==> src/rtl/bcd_converter.sv <==
// Sequential binary-to-BCD converter (shift-and-add-3). One conversion per accepted
// start; bcd/ovf hold their value until the next completion or a clear.
`timescale 1ns/1ps
module bcd_converter #(
   parameter int WIDTH  = 32,
   parameter int DIGITS = 8
) (
   input  logic                clk,
   input  logic                clr,
   input  logic                start,
   input  logic [WIDTH-1:0]    bin,
   output logic                busy,
   output logic                done,
   output logic                ovf,
   output logic [4*DIGITS-1:0] bcd,
   output logic [1:0]          state_o
);

   // Handshake: start is taken on a rising edge only while busy=0; bin is captured on
   // that same edge. busy stays high until done pulses for one cycle with bcd/ovf updated.
   localparam int NI  = (WIDTH*301)/1000 + 1;
   localparam int SRW = 4*NI + WIDTH;
   localparam int CW  = $clog2(WIDTH+1);

   typedef enum logic [1:0] {
      ST_IDLE  = 2'd0,
      ST_SHIFT = 2'd1,
      ST_DONE  = 2'd2
   } state_t;

   state_t              state_q, state_d;
   logic [SRW-1:0]      sr_q, sr_d;
   logic [CW-1:0]       cnt_q, cnt_d;
   logic [4*DIGITS-1:0] bcd_q, bcd_d;
   logic                ovf_q, ovf_d;
   logic                done_q, done_d;

   logic [SRW-1:0]      sr_adj;
   logic [SRW-1:0]      sr_shl;
   logic                hi_nz;
   logic                nib_ok;

   // BCD digits live above the binary field; each step corrects them, then shifts.
   always_comb begin
      sr_adj = sr_q;
      for (int i = 0; i < NI; i++) begin
         if (sr_adj[WIDTH+4*i +: 4] > 4'd4)
            sr_adj[WIDTH+4*i +: 4] = sr_adj[WIDTH+4*i +: 4] + 4'd3;
      end
      sr_shl = sr_adj << 1;

      nib_ok = 1'b1;
      for (int i = 0; i < NI; i++) begin
         if (sr_shl[WIDTH+4*i +: 4] > 4'd9)
            nib_ok = 1'b0;
      end

      hi_nz = 1'b0;
      for (int i = DIGITS; i < NI; i++) begin
         hi_nz = hi_nz | (sr_q[WIDTH+4*i +: 4] != 4'd0);
      end
   end

   always_comb begin
      state_d = state_q;
      sr_d    = sr_q;
      cnt_d   = cnt_q;
      bcd_d   = bcd_q;
      ovf_d   = ovf_q;
      done_d  = 1'b0;
      case (state_q)
         ST_IDLE: begin
            if (start) begin
               sr_d    = {{(4*NI){1'b0}}, bin};
               cnt_d   = CW'(WIDTH);
               state_d = ST_SHIFT;
            end
         end
         ST_SHIFT: begin
            sr_d  = sr_shl;
            cnt_d = cnt_q - CW'(1);
            if (cnt_q == CW'(1))
               state_d = ST_DONE;
         end
         ST_DONE: begin
            // Digits beyond the displayable range saturate the output to all nines.
            if (hi_nz) begin
               bcd_d = {DIGITS{4'h9}};
               ovf_d = 1'b1;
            end else begin
               bcd_d = sr_q[WIDTH +: 4*DIGITS];
               ovf_d = 1'b0;
            end
            done_d  = 1'b1;
            state_d = ST_IDLE;
         end
         default: state_d = ST_IDLE;
      endcase
   end

   always_ff @(posedge clk) begin
      if (clr) begin
         state_q <= ST_IDLE;
         sr_q    <= '0;
         cnt_q   <= '0;
         bcd_q   <= '0;
         ovf_q   <= 1'b0;
         done_q  <= 1'b0;
      end else begin
         state_q <= state_d;
         sr_q    <= sr_d;
         cnt_q   <= cnt_d;
         bcd_q   <= bcd_d;
         ovf_q   <= ovf_d;
         done_q  <= done_d;
      end
   end

   always_ff @(posedge clk) begin
      if (!clr && state_q == ST_SHIFT)
         assert (nib_ok);
   end

   assign busy    = (state_q != ST_IDLE);
   assign done    = done_q;
   assign ovf     = ovf_q;
   assign bcd     = bcd_q;
   assign state_o = state_q;

endmodule

==> config.mk <==
export PLATFORM = sky130hd
export DESIGN_NAME = bcd_converter
export DESIGN_NICKNAME = d
export VERILOG_FILES = /design/src/rtl/bcd_converter.sv
export SDC_FILE = /design/constraint.sdc
export NUM_CORES = 1
export LEC_CHECK = 0
export CAP_MARGIN = 20
export CORE_MARGIN = 8
export CORE_UTILIZATION = 55
export DETAILED_ROUTE_END_ITERATION = 10
export HOLD_SLACK_MARGIN = 0.06
export PLACE_DENSITY = 0.83
export SLEW_MARGIN = 20
export SYNTH_ARGS = -nofsm -noshare
export SYNTH_HDL_FRONTEND = slang
export SYNTH_SLANG_ARGS = --single-unit
==> constraint.sdc <==
create_clock -name clk -period 2.1 [get_ports clk]
set_input_delay 0.525 -clock clk [delete_from_list [all_inputs] [get_ports clk]]
set_output_delay 0.525 -clock clk [all_outputs]
set_load 0.05 [all_outputs]
Word-level counts from Yosys, hierarchy flattened --
Index checks and enable logic that the tools add are counted.
Cells by class: mux-type cells 20, $add $sub $neg 11, bitwise operators 1, equal/unequal tests 5, reduce and logical (&&, ||, !) cells 7, $lt $le $gt $ge 10
Operators with widths (count):
- $pmux W72 S2 | 1
- $mux W72 | 1
- $gt A4 B3 Y1 const B | 10
- $add A4 B2 Y4 const B | 9
- $mux W4 | 9
- $mux W32 | 1
- $pmux W6 S2 | 1
- $reduce_bool A4 Y1 | 2
- $eq A6 B1 Y1 const B | 1
- $mux W6 | 1
- $sub A6 B1 Y6 const B | 1
- $mux W2 | 2
- $ne A2 B2 Y1 const B | 2
- $pmux W2 S2 | 1
- $reduce_and A2 Y1 | 2
- $reduce_bool A2 Y1 | 2
- $add A3 B2 Y3 const B | 1
- $mux W3 | 1
- $eq A2 B1 Y1 const B | 1
- $eq A2 B2 Y1 const B | 1
- $logic_not A2 Y1 | 1
- $mux W1 | 2
- $or A1 B1 Y1 | 1
Storage, ports and cells: bits in registers 114, word-level logic and storage cells 60, output and inout bits 37, input bits 35

Longest topological paths before layout --
Gate-level depths: netlist of the first run.
depth after elaboration 3, gate-level depth with buffers 8, depth with buffers taken out 5

Least setup slack after synthesis of the first run --
No wires, ideal clock.
path type register -> output, start point reg state_q[1] (netlist: state_o[1]), end point out busy, stages on the path, launching flop included 5, path buffers 3, required time 1.575 ns, arrival 1.678 ns, setup slack -0.103 ns, cell sequence dfxtp_1 buf_4 buf_2 buf_1 or2_2
On the way: cells in the longest elaborated chain, start to end 1
Ends and longest elaborated chain:
- start: declaration | line 31 | state_t state_q, state_d;
- start signal: assignment | line 110 | state_q <= state_d;
- $reduce_bool A2 Y1 | line 124 | assign busy = (state_q != ST_IDLE);
- end: declaration | line 12 | output logic busy,
No other way between the ends.

Final worst setup path of the first run --
start point reg state_q[1] (netlist: state_o[1]), end point out state_o[1]
RTL lines:
- end: declaration | line 16 | output logic [1:0] state_o
No word-level cell between the ends.

==> impl_metrics.yaml, run 1 <==
die:
  fp.dieW_um: 115
  coreArea_um2: 9680
  die_area_um2: 13300
  die_y_um: 115
  rows: 36
  io_pins: 72
  initial_core_util: 0.559
yosys:
  yosysWarnings: 0
  synth-seq-area-share: 0.421
  synthFlopType: "dfxtp_1"
  syn_inst: 633
  synth.most_common_cell: "dfxtp_1"
  synth.top_cell.area_share: 0.421
  async_reset_ff_frac: 0
  netlist_top_cells_area: "dfxtp_1 (42%), a21oi_1 (5.6%), or3b_2 (5.2%)"
  synthTopCellsByCount: "dfxtp_1 (114), nor2_1 (70), a21oi_1 (61)"
  ys_ff_latch: 114
  syn_area_per_cell_um2: 8.55
  synth_edf_count: 0
  synth.cell_area_um2: 5420
  synth_top_area_cell: "dfxtp_1"
  syn-num-nets: 680
  synth_cell_types: 45
critical_path:
  critical_path.max_fanout: 16
  crit_chain: "buf_4 -> buf_12"
  max_stage_delay_ns: 0.51
  critPathArrivalTime_ns: 1.49
  critPathSlowestCell: "dfxtp_2"
  path_class: "reg -> out"
  start_kind: "register"
  cp_num_buf_inv: 2
  end_kind: "primary output"
  path_delay_family: "flip-flops"
  crit_required_ns: 1.57
outcome:
  status: "complete, no violations"
grt:
  antenna_found_initial: 0
  grt_pass1_wl_mm: 23.9
  grt_usage: 0.223
  grt_pass1_vias: 4933
  grt_max_degree: 45
  grt.overflow.total: 0
timing:
  tightestPinTransition_ns: 0.819
  setup_viol: 0
  maxSlewViolCount: 0
  hold_viol_final: 0
  maxSlewHeadroom: 0.454
  holdWs_ns: 0.326
  skew_ns: 0.00942
  fin_crit_ns: 2.01
  finalSetupTns_ns: 0
  rsz0062_at_grt: "no"
  layout_worst_path_cycle_share: 0.959
  postLayoutSetupSlackWorst_ns: 0.0855
  fmax_mhz: 496
final_layout:
  drive_above_1_share: 0.144
  antenna_cells: 0
  stdcell_count: 842
  fin_util: 0.708
  area_growth_pct: 26.6
  multi_input_area_um2: 2790
  seq_area_um2: 2280
  design_area_um2: 6860
  nFillCells: 735
  final_nets: 743
clocking:
  cts_tree: "built"
  cts_sinks: 114
  clock_latency_ns: 0.52
  htree_levels: 4
  hold_buffers: 0
  cts_setup_buffers: 0
  cts_buffers: 17
  clk_path_buf_depth: 2
  clkSlewWorstSetupHoldPaths_ns: 0.05
  clock-root-buffer: "clkbuf_8"
routing:
  num_vias: 5002
  first_pass_iters: 5
  drt_iter0_markers: 406
  ant_nets: 0
  via_per_inst: 5.94
  wl_per_cell_um: 17.1
  drt_wl_total_mm: 14.4
  drc: 0
pwr:
  power_density_nw_per_um2: 840
  power_mw: 5.76
  p_leak_nw: 2.72
  ir_drop_uv: 579
worst_hold_path:
  min_path_type: "in -> reg"
placement:
  place.gp.congestion: 0.796
  dp_slack_ns: -0.00943
  numPortBuffers: 71
  dpl.hpwl_mm: 9.08
  dp_cells: 810
  placedInstanceArea_um2: 6290
job:
  cap_violations: 0
-- metal layers --
metal,GRT usage,part of all wire,vias up
li1,-,-,2400
met1,0.269,0.44,2398
met2,0.367,0.47,171
met3,0.0599,0.062,33
met4,0.0919,0.024,0
met5,0,0,-
-- cells in the final DEF, fill, tap and decap left out, drive strengths merged, types with 2 or more instances in the layout --
master,n
a21oi,61
a2bb2oi,2
nand4,16
or3b,32
nor2b,12
a311oi,9
o2bb2ai,8
nand3,11
a32o,20
clkbuf,22
inv,23
o21ai,38
ha,12
and2,2
nor4b,10
nor3,31
clkinvlp,2
or3,22
o311ai,2
bufinv,3
nor2,71
a211oi,9
clkinv,5
nand2,17
or2,3
nand2b,34
or4,3
buf,28
dlygate4sd2,34
nor4,2
mux2i,9
dfxtp,114
clkdlybuf4s50,33
-- power breakdown --
group / leakage [nW] / total, mW / internal [mW] / switching, mW
registers: 0.929 / 2.30 / 2.25 / 0.0505
logic: 1.49 / 0.559 / 0.271 / 0.288
clock network: 0.297 / 2.90 / 1.92 / 0.978
-- registers in the layout, summed over array words and instances, names as in the netlist --
register and cells:
bcd 32, sr_q 72, state_o 2, cnt_q 6, done 1, ovf 1
-- final timing paths --
| path | start | to | slack [ns] | cells past startpoint |
|---|---|---|---|---|
| setup / recovery | state_o[1] | state_o[1] | 0.09 | 2 |
| hold / removal | clr | sr_q[31] | 0.33 | 2 |
| setup reg to reg | sr_q[64] | bcd[0] | 0.22 | 5 |
| hold reg to reg | bcd[26] | bcd[26] | 0.45 | 2 |
-- timing repair --
| action | CTS | global route |
|---|---|---|
| endpoints found under the setup margin | 34 | 0 |
| resized for setup | 34 | 0 |
| hold endpoints to repair | 0 | 0 |
-- kinds of logic (layout without fill, tap and decap cells) --
| family | Yosys count | after routing | share of synthesized area |
|---|---|---|---|
| adders and majority gates | 12 | 12 | 0.0277 |
| and+or+nand+nor | 268 | 268 | 0.284 |
| muxes | 9 | 9 | 0.0166 |
| AOI/OAI and AO/OA | 156 | 156 | 0.187 |
| DFF | 114 | 114 | 0.421 |
| buffers and inverters | 74 | 150 | 0.0635 |
-- area by class of cell --
cell class / instances / share of cell area
Inverter: 23 / 0.0126
Clock inverter: 10 / 0.0190
Clock buffer: 22 / 0.0690
Tap cell: 133 / 0.0243
Multi-Input combinational cell: 445 / 0.407
Timing Repair Buffer: 95 / 0.135
Sequential cell: 114 / 0.333
No activity file was read; power rests on OpenSTA's default activity.
==> inputs of run 2 (changes only) <==
- PLACE_DENSITY: 0.83 -> 0.8
- SKIP_CTS_REPAIR_TIMING: default -> 1
==> impl_metrics.yaml, run 2 (synthesis gave the netlist of run 1 again) <==
die:
  die_y_um: 115
  fp.dieW_um: 115
  initial_core_util: 0.559
  die_area_um2: 13300
  coreArea_um2: 9680
  io_pins: 72
  rows: 36
critical_path:
  r2r_end: "bcd[8]"
  endpoint: "busy"
  start_kind: "register"
  critPathArrivalTime_ns: 1.51
  end_kind: "primary output"
  ff2ff_setup_slack_ns: 0.26
  reg2reg_depth: 5
  critical_path.startpoint: "state_o[1]"
  r2r-start: "sr_q[64]"
  critical_path.max_fanout: 16
  path_class: "reg -> out"
  crit_required_ns: 1.57
routing:
  first_pass_iters: 5
  ant_nets: 0
  via_per_inst: 5.92
  wl_met2_mm: 6.98
  top_layer: "met4"
  num_vias: 4946
  wl_met1_mm: 6.25
  drt_iter0_markers: 426
  drt_wl_total_mm: 14.3
  wl_met3_um: 941
  drc: 0
  wl_per_cell_um: 17.1
pwr:
  power_mw: 5.59
  comb_power_share: 0.102
  p_int_mw: 4.32
  power_density_nw_per_um2: 807
  p_clk_frac: 0.488
  p_leak_nw: 3.14
  power_frac_seq: 0.411
  p_sw_mw: 1.27
  netSwitchingFraction: 0.227
  ir_drop_uv: 630
final_layout:
  design_area_um2: 6920
  antenna_cells: 0
  nFillCells: 753
  final_cell_mix: "dfxtp_1 (112), nor2_1 (70), a21oi_1 (61)"
  regMostFlops: "sr_q"
  final_common_cell: "dfxtp_1"
  area_growth_pct: 27.8
  final_nets: 737
  largest_reg_flops: 72
  drive_above_1_share: 0.131
timing:
  fmax_mhz: 490
  setup_viol: 0
  fin_crit_ns: 2.04
  finalSetupTns_ns: 0
  skew_ns: 0.0123
  maxSlewHeadroom: 0.469
  hold_viol_final: 0
  layout_worst_path_cycle_share: 0.971
  rsz0062_at_grt: "no"
  holdWs_ns: 0.459
  tightestPinTransition_ns: 0.797
  maxSlewViolCount: 0
placement:
  numPortBuffers: 71
  place.gp.congestion: 0.860
  placedInstanceArea_um2: 6250
  dpl.hpwl_mm: 8.63
worst_hold_path:
  min_path_type: "reg -> reg"
grt:
  antenna_found_initial: 0
  grt_pass1_wl_mm: 23.4
  grt_usage: 0.216
  grt_max_degree: 83
  grt.overflow.total: 0
  grt_pass1_vias: 4793
job:
  cap_violations: 0
clocking:
  clock_latency_ns: 0.51
  clk_path_buf_depth: 2
  clkSlewWorstSetupHoldPaths_ns: 0.05
  cts_sinks: 114
  cts_buffers: 17
  htree_levels: 4
  cts_tree: "built"
  clock-root-buffer: "clkbuf_8"
outcome:
  status: "complete, no violations"
==> run 2: changes by cell type in the layout (fill, tap and decap cells not counted), sizes merged <==
cell	change
dlygate4sd2	-34
buf	-6
dlymetal6s2s	+33
clkinv	-2
clkinvlp	-2
clkbuf	+5
bufinv	-1
==> run 2: power by group through the flow <==
stage	logic, mW	clock network (mW)	registers, mW
global placement	0.538	0	2.33
global route	0.625	2.86	2.31
floorplan	0.357	0	2.35
detailed placement	0.551	0	2.34
CTS	0.557	2.75	2.29
finish	0.568	2.72	2.30
==> run 2: area by class of cell <==
type / instances / area, um^2 / share of cell area
tap: 133 / 166 / 0.0240
clock inverter: 5 / 75.1 / 0.0108
clock buffer: 26 / 488 / 0.0705
multi-input combinational: 445 / 2790 / 0.403
inverter: 23 / 86.3 / 0.0125
sequential: 114 / 2280 / 0.330
timing repair buffer: 89 / 1030 / 0.149
==> run 2: worst min path at each step <==
stage / to / slack [ns] / from / cells past startpoint
floorplan: sr_q[0] / 0.45 / sr_q[0] / 2
global placement: bcd[17] / 0.44 / bcd[17] / 2
detailed placement: bcd[10] / 0.45 / bcd[10] / 2
CTS: bcd[10] / 0.46 / bcd[10] / 2
global route: bcd[29] / 0.47 / bcd[29] / 2
finish: bcd[2] / 0.46 / bcd[2] / 2
==> run 2: stage by stage <==
step           cells  setup WS (ns)   util
6_report         835         0.0604  0.715
5_1_grt          835        0.00283  0.715
4_1_cts          834         -0.145  0.704
3_5_place_dp     803       -0.00983  0.646
3_3_place_gp     803        0.00655  0.646
2_1_floorplan    633          0.102      -
==> run 2: critical path, cell delays in order (launching register included) <==
cell	delay (ns)
dfxtp_2	0.33
buf_4	0.19
or2_2	0.33
buf_12	0.16
==> run 2: metal layers <==
metal,GRT usage,up-vias
met5,0,-
met2,0.367,164
met3,0.0683,15
met1,0.258,2380
met4,0.0587,0
li1,-,2387
==> inputs of run 3 (changes only) <==
- CTS_BUF_LIST: default -> sky130_fd_sc_hd__clkbuf_4 sky130_fd_sc_hd__clkbuf_8
==> impl_metrics.yaml, run 3 (synthesis gave the netlist of run 1 again) <==
clocking:
  cts_tree: "built"
  htree_levels: 4
  clock-root-buffer: "clkbuf_8"
  clk_path_buf_depth: 2
  cts_sinks: 114
  clkSlewWorstSetupHoldPaths_ns: 0.07
  cts_buffers: 17
  clock_latency_ns: 0.42
die:
  die_y_um: 115
  io_pins: 72
  coreArea_um2: 9680
  initial_core_util: 0.559
  fp.dieW_um: 115
  die_area_um2: 13300
  rows: 36
pwr:
  netSwitchingFraction: 0.235
  power_frac_seq: 0.468
  p_int_mw: 3.75
  power_mw: 4.90
  ir_drop_uv: 500
  p_leak_nw: 3.06
  p_clk_frac: 0.420
  comb_power_share: 0.112
  power_density_nw_per_um2: 727
  p_sw_mw: 1.15
grt:
  antenna_found_initial: 0
  grt.overflow.total: 0
  grt_pass1_wl_mm: 22.7
  grt_usage: 0.211
  grt_max_degree: 83
  grt_pass1_vias: 4736
critical_path:
  path_class: "reg -> out"
  critPathArrivalTime_ns: 1.46
  end_kind: "primary output"
  r2r-start: "sr_q[64]"
  critical_path.max_fanout: 82
  crit_required_ns: 1.57
  critical_path.startpoint: "state_o[0]"
  reg2reg_depth: 5
  start_kind: "register"
final_layout:
  nFillCells: 790
  final_nets: 736
  area_growth_pct: 24.4
  antenna_cells: 0
  regMostFlops: "sr_q"
  largest_reg_flops: 72
  final_cell_mix: "dfxtp_1 (112), nor2_1 (70), a21oi_1 (61)"
  design_area_um2: 6740
  fin_util: 0.696
  stdcell_count: 834
  final_common_cell: "dfxtp_1"
  drive_above_1_share: 0.137
routing:
  drt_wl_total_mm: 13.5
  drt_iter0_markers: 340
  first_pass_iters: 5
  wl_met1_mm: 5.85
  drc: 0
  wl_met2_mm: 6.45
  wl_per_cell_um: 16.2
  num_vias: 4861
  via_per_inst: 5.83
  ant_nets: 0
  wl_met3_um: 957
  top_layer: "met4"
placement:
  dp_slack_ns: -0.00983
  place.gp.congestion: 0.860
  dp_cells: 803
  numPortBuffers: 71
  placedInstanceArea_um2: 6250
  dpl.hpwl_mm: 8.63
timing:
  postLayoutSetupSlackWorst_ns: 0.118
  hold_viol_final: 0
  fin_crit_ns: 1.98
  skew_ns: 0.0117
  fmax_mhz: 504
  tightestPinTransition_ns: 0.757
  maxSlewViolCount: 0
  maxSlewHeadroom: 0.495
  rsz0062_at_grt: "no"
  setup_viol: 0
  layout_worst_path_cycle_share: 0.944
worst_hold_path:
  min_path_type: "reg -> reg"
  min_from: "bcd[1]"
  holdPathStages: 2
outcome:
  status: "complete, no violations"
job:
  cap_violations: 0
-- run 3: final timing paths --
check | to | slack, ns
hold / removal | bcd[1] | 0.46
setup reg to reg | bcd[8] | 0.29
setup / recovery | busy | 0.12
hold reg to reg | bcd[1] | 0.46
-- run 3: power groups by stage --
stage	Sequential [mW]	Combinational (mW)	Clock [mW]
detailed placement	2.34	0.551	0
global route	2.30	0.611	2.19
global placement	2.33	0.538	0
floorplan	2.35	0.357	0
finish	2.29	0.549	2.06
CTS	2.29	0.554	2.09
-- run 3: metal layers --
layer | global-route usage | vias up
met2 | 0.351 | 149
met4 | 0.0814 | 0
met3 | 0.0678 | 20
met1 | 0.247 | 2308
li1 | - | 2384
met5 | 0 | -
-- run 3: final cells by class --
cell class / count / area (um^2) / share of cell area
Clock inverter: 5 / 75.1 / 0.0111
Multi-Input combinational cell: 445 / 2790 / 0.414
Timing Repair Buffer: 88 / 1010 / 0.149
Clock buffer: 26 / 327 / 0.0485
Inverter: 23 / 86.3 / 0.0128
Sequential cell: 114 / 2280 / 0.339
Tap cell: 133 / 166 / 0.0247
-- run 3: worst max-delay path, stage by stage (launching register included) --
cell and delay, ns:
dfxtp_2 0.33, buf_12 0.21, or2_2 0.33, buf_12 0.16
-- run 3: through the flow --
step | hold WS, ns | TNS, ns
floorplan | 0.447 | 0
global placement | 0.444 | 0
detailed placement | 0.451 | -0.0131
CTS | 0.464 | -0.588
global route | 0.474 | 0
finish | 0.460 | 0
